--- src/rtl/mem_port_arbiter_pkg.sv ---
// Shared types for the unified memory port arbiter: FSM state encoding and
// requester identifiers.
package mem_port_arbiter_pkg;

    typedef enum logic [1:0] {
        IDLE   = 2'd0,
        BUSY_I = 2'd1,
        BUSY_D = 2'd2
    } arb_state_t;

    typedef enum logic {
        REQ_IF = 1'b0,
        REQ_DM = 1'b1
    } req_id_t;

    // Which requester owns the transaction in flight for a given busy state.
    function automatic req_id_t owner_of(arb_state_t s);
        return (s == BUSY_D) ? REQ_DM : REQ_IF;
    endfunction

endpackage

--- src/rtl/mem_port_arbiter_if.sv ---
// Bundle of the fetch, load/store and memory-side signals around the arbiter.
// slave is the arbiter's view; master is the pipeline/memory environment's view.
interface mem_port_arbiter_if;

    logic        if_req;
    logic [31:2] if_addr;
    logic [31:0] if_rdata;
    logic        if_done;

    logic        dm_req;
    logic        dm_we;
    logic [31:2] dm_addr;
    logic [31:0] dm_wdata;
    logic [31:0] dm_rdata;
    logic        dm_done;

    logic        stall_if;
    logic        stall_mem;

    logic        mem_req;
    logic        mem_we;
    logic [31:2] mem_addr;
    logic [31:0] mem_wdata;
    logic [31:0] mem_rdata;
    logic        mem_ready;

    logic        bus_err;

    modport slave (
        input  if_req, if_addr, dm_req, dm_we, dm_addr, dm_wdata,
        input  mem_rdata, mem_ready,
        output if_rdata, if_done, dm_rdata, dm_done, stall_if, stall_mem,
        output mem_req, mem_we, mem_addr, mem_wdata, bus_err
    );

    modport master (
        output if_req, if_addr, dm_req, dm_we, dm_addr, dm_wdata,
        output mem_rdata, mem_ready,
        input  if_rdata, if_done, dm_rdata, dm_done, stall_if, stall_mem,
        input  mem_req, mem_we, mem_addr, mem_wdata, bus_err
    );

endinterface

--- src/rtl/mem_port_arbiter_timer.sv ---
// Busy-cycle wait counter; expire flags the cycle whose increment would
// bring the count to MAX_WAIT.
module mem_wait_timer #(
    parameter int MAX_WAIT = 16,
    parameter int CNT_W    = 5
) (
    input  logic clk,
    input  logic rst,
    input  logic clr,
    input  logic en,
    output logic expire
);

    logic [CNT_W-1:0] cnt;

    always_ff @(posedge clk or posedge rst) begin
        if (rst) begin
            cnt <= '0;
        end else if (clr) begin
            cnt <= '0;
        end else if (en) begin
            cnt <= cnt + CNT_W'(1);
        end
    end

    assign expire = en && (cnt == CNT_W'(MAX_WAIT - 1));

endmodule

--- src/rtl/mem_port_arbiter.sv ---
// Arbitrates the single memory port between instruction fetch and the MEM
// stage, one word transaction at a time, with a busy-cycle timeout.
module mem_port_arbiter
    import mem_port_arbiter_pkg::*;
#(
    parameter int MAX_WAIT = 16,
    parameter int CNT_W    = 5
) (
    input  logic                  clk,
    input  logic                  rst,
    mem_port_arbiter_if.slave     bus
);

    arb_state_t state;
    req_id_t    owner;
    logic       dm_elig;
    logic       if_elig;
    logic       busy;
    logic       expire;

    // A requester whose done is high this cycle has just been served.
    assign dm_elig = bus.dm_req & ~bus.dm_done;
    assign if_elig = bus.if_req & ~bus.if_done;
    assign busy    = (state != IDLE);
    assign owner   = owner_of(state);

    assign bus.stall_if  = bus.if_req & ~bus.if_done;
    assign bus.stall_mem = bus.dm_req & ~bus.dm_done;

    mem_wait_timer #(
        .MAX_WAIT (MAX_WAIT),
        .CNT_W    (CNT_W)
    ) u_timer (
        .clk    (clk),
        .rst    (rst),
        .clr    (~busy),
        .en     (busy & ~bus.mem_ready),
        .expire (expire)
    );

    always_ff @(posedge clk or posedge rst) begin
        if (rst) begin
            state         <= IDLE;
            bus.mem_req   <= 1'b0;
            bus.mem_we    <= 1'b0;
            bus.mem_addr  <= '0;
            bus.mem_wdata <= '0;
            bus.if_rdata  <= '0;
            bus.dm_rdata  <= '0;
            bus.if_done   <= 1'b0;
            bus.dm_done   <= 1'b0;
            bus.bus_err   <= 1'b0;
        end else begin
            bus.if_done <= 1'b0;
            bus.dm_done <= 1'b0;
            case (state)
                IDLE: begin
                    if (dm_elig) begin
                        bus.mem_req   <= 1'b1;
                        bus.mem_we    <= bus.dm_we;
                        bus.mem_addr  <= bus.dm_addr;
                        bus.mem_wdata <= bus.dm_wdata;
                        state         <= BUSY_D;
                    end else if (if_elig) begin
                        bus.mem_req   <= 1'b1;
                        bus.mem_we    <= 1'b0;
                        bus.mem_addr  <= bus.if_addr;
                        state         <= BUSY_I;
                    end
                end
                BUSY_I, BUSY_D: begin
                    // mem_ready takes precedence over a coincident timeout.
                    if (bus.mem_ready || expire) begin
                        bus.mem_req <= 1'b0;
                        state       <= IDLE;
                        if (!bus.mem_ready) begin
                            bus.bus_err <= 1'b1;
                        end
                        if (owner == REQ_DM) begin
                            bus.dm_done <= 1'b1;
                            if (!bus.mem_ready) begin
                                bus.dm_rdata <= '0;
                            end else if (!bus.mem_we) begin
                                bus.dm_rdata <= bus.mem_rdata;
                            end
                        end else begin
                            bus.if_done  <= 1'b1;
                            bus.if_rdata <= bus.mem_ready ? bus.mem_rdata : 32'h0;
                        end
                    end
                end
                default: begin
                    state       <= IDLE;
                    bus.mem_req <= 1'b0;
                end
            endcase
        end
    end

endmodule

--- src/flat_wrapper.sv ---
// flat-port wrapper written by rule: the top's interface ports become plain ports
module mem_port_arbiter_flat import mem_port_arbiter_pkg::*;
#(
    parameter int MAX_WAIT = 16,
    parameter int CNT_W    = 5
)
  (clk, rst, bus_if_req, bus_if_addr, bus_dm_req, bus_dm_we, bus_dm_addr, bus_dm_wdata, bus_mem_rdata, bus_mem_ready, bus_if_rdata, bus_if_done, bus_dm_rdata, bus_dm_done, bus_stall_if, bus_stall_mem, bus_mem_req, bus_mem_we, bus_mem_addr, bus_mem_wdata, bus_bus_err);
  mem_port_arbiter_if bus_i ();
  input  logic clk;
  input  logic rst;
  input wire logic [$bits(bus_i.if_req)-1:0] bus_if_req;
  input wire logic [$bits(bus_i.if_addr)-1:0] bus_if_addr;
  input wire logic [$bits(bus_i.dm_req)-1:0] bus_dm_req;
  input wire logic [$bits(bus_i.dm_we)-1:0] bus_dm_we;
  input wire logic [$bits(bus_i.dm_addr)-1:0] bus_dm_addr;
  input wire logic [$bits(bus_i.dm_wdata)-1:0] bus_dm_wdata;
  input wire logic [$bits(bus_i.mem_rdata)-1:0] bus_mem_rdata;
  input wire logic [$bits(bus_i.mem_ready)-1:0] bus_mem_ready;
  output wire logic [$bits(bus_i.if_rdata)-1:0] bus_if_rdata;
  output wire logic [$bits(bus_i.if_done)-1:0] bus_if_done;
  output wire logic [$bits(bus_i.dm_rdata)-1:0] bus_dm_rdata;
  output wire logic [$bits(bus_i.dm_done)-1:0] bus_dm_done;
  output wire logic [$bits(bus_i.stall_if)-1:0] bus_stall_if;
  output wire logic [$bits(bus_i.stall_mem)-1:0] bus_stall_mem;
  output wire logic [$bits(bus_i.mem_req)-1:0] bus_mem_req;
  output wire logic [$bits(bus_i.mem_we)-1:0] bus_mem_we;
  output wire logic [$bits(bus_i.mem_addr)-1:0] bus_mem_addr;
  output wire logic [$bits(bus_i.mem_wdata)-1:0] bus_mem_wdata;
  output wire logic [$bits(bus_i.bus_err)-1:0] bus_bus_err;
  assign bus_i.if_req = bus_if_req;
  assign bus_i.if_addr = bus_if_addr;
  assign bus_i.dm_req = bus_dm_req;
  assign bus_i.dm_we = bus_dm_we;
  assign bus_i.dm_addr = bus_dm_addr;
  assign bus_i.dm_wdata = bus_dm_wdata;
  assign bus_i.mem_rdata = bus_mem_rdata;
  assign bus_i.mem_ready = bus_mem_ready;
  assign bus_if_rdata = bus_i.if_rdata;
  assign bus_if_done = bus_i.if_done;
  assign bus_dm_rdata = bus_i.dm_rdata;
  assign bus_dm_done = bus_i.dm_done;
  assign bus_stall_if = bus_i.stall_if;
  assign bus_stall_mem = bus_i.stall_mem;
  assign bus_mem_req = bus_i.mem_req;
  assign bus_mem_we = bus_i.mem_we;
  assign bus_mem_addr = bus_i.mem_addr;
  assign bus_mem_wdata = bus_i.mem_wdata;
  assign bus_bus_err = bus_i.bus_err;
  mem_port_arbiter #(.MAX_WAIT(MAX_WAIT), .CNT_W(CNT_W)) u_core (.clk(clk), .rst(rst), .bus(bus_i));
endmodule
--- config.mk ---
export PLATFORM = sky130hd
export DESIGN_NAME = mem_port_arbiter_flat
export DESIGN_NICKNAME = d
export VERILOG_FILES = /design/src/rtl/mem_port_arbiter_pkg.sv /design/src/rtl/mem_port_arbiter_if.sv /design/src/rtl/mem_port_arbiter_timer.sv /design/src/rtl/mem_port_arbiter.sv /design/src/flat_wrapper.sv
export SDC_FILE = /design/constraint.sdc
export NUM_CORES = 1
export LEC_CHECK = 0
export CORE_AREA = 2 2 130 132
export DETAILED_ROUTE_END_ITERATION = 16
export DIE_AREA = 0 0 132 134
export PLACE_DENSITY = 0.65
export SLEW_MARGIN = 5
export SYNTH_ARGS = -nofsm -noshare
export SYNTH_HDL_FRONTEND = slang
export SYNTH_SLANG_ARGS = --single-unit
--- constraint.sdc ---
create_clock -name clk -period 14.2 [get_ports clk]
set_clock_uncertainty 0.05 [all_clocks]
set_input_delay 2.84 -clock clk [delete_from_list [all_inputs] [get_ports clk]]
set_output_delay 2.84 -clock clk [all_outputs]
set_load 0.02 [all_outputs]
==> impl_metrics.csv <==
group,metric,value,unit
status,status,"completed",
finish,area_growth,60.0,%
min_path,hp-class,"reg2reg",
die,core.rowCount,47,
finish,num_antenna_cells,0,
yosys,ys_async_sr_fraction,100,%
yosys,yosysWarnings,0,
power,vdd_drop_max,0.0000946,V
route,vias_per_cell,4.80,
critical_path,max_stage_delay,0.65,ns
die,die_h,134,um
die,core,0.0163,mm2
place,dpl_worst_slack,6.81,ns
place,dp_cells,838,
clock_network,htreeDepth,4,
timing,fmax,0.136,GHz
timing,maxSlewHeadroom,30.3,%
yosys,synth_area,0.00563,mm2
route,wl_per_cell,17.5,um
critical_path,crit_type,"in2out",
timing,setup_viol,0,
timing,hold_violations,0,
power,powerDensity,234,mW/mm2
critical_path,worst-path-buf-inv,3,
die,die-area,0.0177,mm2
yosys,post_synth.cell_area_avg,14.9,um2
route,vias,4172,
yosys,synth_top_area_share,61.3,%
yosys,yosysSeqAreaShare,61.3,%
clock_network,cts_tree,"yes",
finish,final_cells,869,
flow_run,cap_violations,0,
finish,fin_nets,772,
grt,grt_pass1_vias,4568,
clock_network,clock-root-buffer,"clkbuf_16",
grt,grt_max_degree,83,
place,place.gp.congestion,0.770,
critical_path,worstPathArrival,4.48,ns
power,p_leak,3.90,nW
clock_network,cts.hold.buffers_added,0,
route,antenna_left,0,
critical_path,path_cells,"clkdlybuf4s50_1 -> nand2b_4 -> inv_2 -> clkdlybuf4s50_1",
critical_path,cp-end-kind,"primary output",
clock_network,path_clk_slew,0.06,ns
route,drcViolationCount,0,
die,io_pins,263,
min_path,hold_path_depth,1,
finish,final_common_cell,"clkdlybuf4s50_1",
grt,grt_usage,17.6,%
critical_path,cp.depth,4,
grt,antenna_found_initial,0,
critical_path,required,11.31,ns
route,drtIter0Drc,148,
yosys,synth_area_leaders,"dfrtp_1, mux2_2, a22o_1",
yosys,ys.flop_type,"dfrtp_1",
finish,layout_common_cells,"clkdlybuf4s50_1, dfrtp_1, mux2_2",
power,p_total,2.11,mW
yosys,synth_cells,377,
critical_path,slowest_stage,"clkdlybuf4s50_1",
timing,fin_setup_tns,0,ns
place,port-buffer-count,262,
critical_path,crit_family,"buffers and inverters",
timing,rsz0062_at_grt,"no",
clock_network,cts_buffer_depth,2,
finish,fin_util,55.3,%
yosys,synth_cell_types,36,
timing,finalCritPeriodShare,51.9,%
clock_network,cts_resized,0,
critical_path,crit_top_cell,"clkdlybuf4s50_1",
route,drt_wl_total,15.2,mm
clock_network,cts_sinks,138,
yosys,synth-seq-cells,138,
yosys,synth_area_leader_cell,"dfrtp_1",
timing,period_needed,7.37,ns
place,dp.final_hpwl,10.7,mm
critical_path,worst_r2r_path_depth,4,
critical_path,start_kind,"input port",
finish,drive_above_1_share,20.5,%
die,die_w,132,um
timing,drv_slew,0,
clock_network,cts_setup_buffers,0,
grt,grt_first_pass_wirelength,24.7,mm
timing,worst_slew_pin_slew,1.04,ns
grt,grt_overflow,0,
clock_network,insertion_delay,0.41,ns
clock_network,cts_buffers,17,
die,initial_core_util,34.6,%
yosys,syn_nets,512,
yosys,synth-edff-count,0,
critical_path,cp_max_fo,33,
timing,final.setup.worst_slack,6.83,ns
route,first_pass_iters,4,
==> state kept, by name, indices dropped and copies added, names as in the netlist, 2 cells and up <==
name and count:
u_core.u_timer.cnt 5, u_core.bus.dm_rdata 32, u_core.bus.mem_addr 30, u_core.bus.mem_wdata 32, u_core.state 2, u_core.bus.if_rdata 32
==> layer usage <==
metal / wire length [um] / global-route usage (%) / up-vias
met1: 6220 / 21.4 / 2078
met2: 7510 / 28.9 / 183
met3: 1230 / 6.58 / 16
met4: 224 / 6.04 / 0
met5: 0 / 0 / -
li1: - / - / 1895
==> final timing paths <==
path | from | endpoint | slack (ns)
setup / recovery | bus_dm_req | bus_stall_mem | 6.83
hold / removal | u_core.bus.bus_err | u_core.bus.bus_err | 0.41
setup reg to reg | u_core.state[1] | u_core.bus.mem_addr[29] | 11.68
hold reg to reg | u_core.bus.bus_err | u_core.bus.bus_err | 0.41
max in group asynchronous | rst | u_core.bus.if_rdata[17] | 9.84
min in group asynchronous | rst | u_core.bus.mem_addr[16] | 2.81
==> Yosys cell counts (all sizes together), types with 3 or more instances <==
cell    number
nor2         8
ha           5
mux2        92
a22o        64
a21oi        4
buf         20
clkbuf       6
dfrtp      138
inv          8
nand2b       4
o21ai        3
nor2b        5
==> worst register-to-register path: stages, from the launching register on <==
cell	delay (ns)
dfrtp_1	0.40
inv_1	0.10
ha_1	0.49
a21boi_4	0.91
mux2_2	0.45
==> final cells by class <==
class / count / area [um2]
clock buffer: 20 / 457
clock inverter: 11 / 138
fill: 1371 / 7280
inverter: 8 / 35.0
multi-input combinational: 205 / 1990
sequential: 138 / 3450
tap: 220 / 275
timing repair buffer: 267 / 2660
==> metrics by stage <==
step	hold WS [ns]	area, um2
global placement	0.400	8420
detailed placement	0.397	8420
finish	0.410	9010
CTS	0.415	9010
global route	0.427	9010
floorplan	0.434	5630
==> power by group <==
group | switching, mW | total [mW] | internal [mW]
Combinational | 0.465 | 0.996 | 0.530
Sequential | 0.0972 | 0.673 | 0.576
Clock | 0.170 | 0.441 | 0.270
==> logic make-up after synthesis <==
kind of cell               Yosys count  share of synthesized area (%)
xor gates and xnor gates             3                          0.467
muxes                               93                           19.2
adders and majority gates            5                           1.11
buffers and inverters               34                           3.62
AOI/OAI and AO/OA                   78                           11.6
DFF                                138                           61.3
and+or+nand+nor                     26                           2.67
Note: power is estimated with default switching activity, not from simulation.
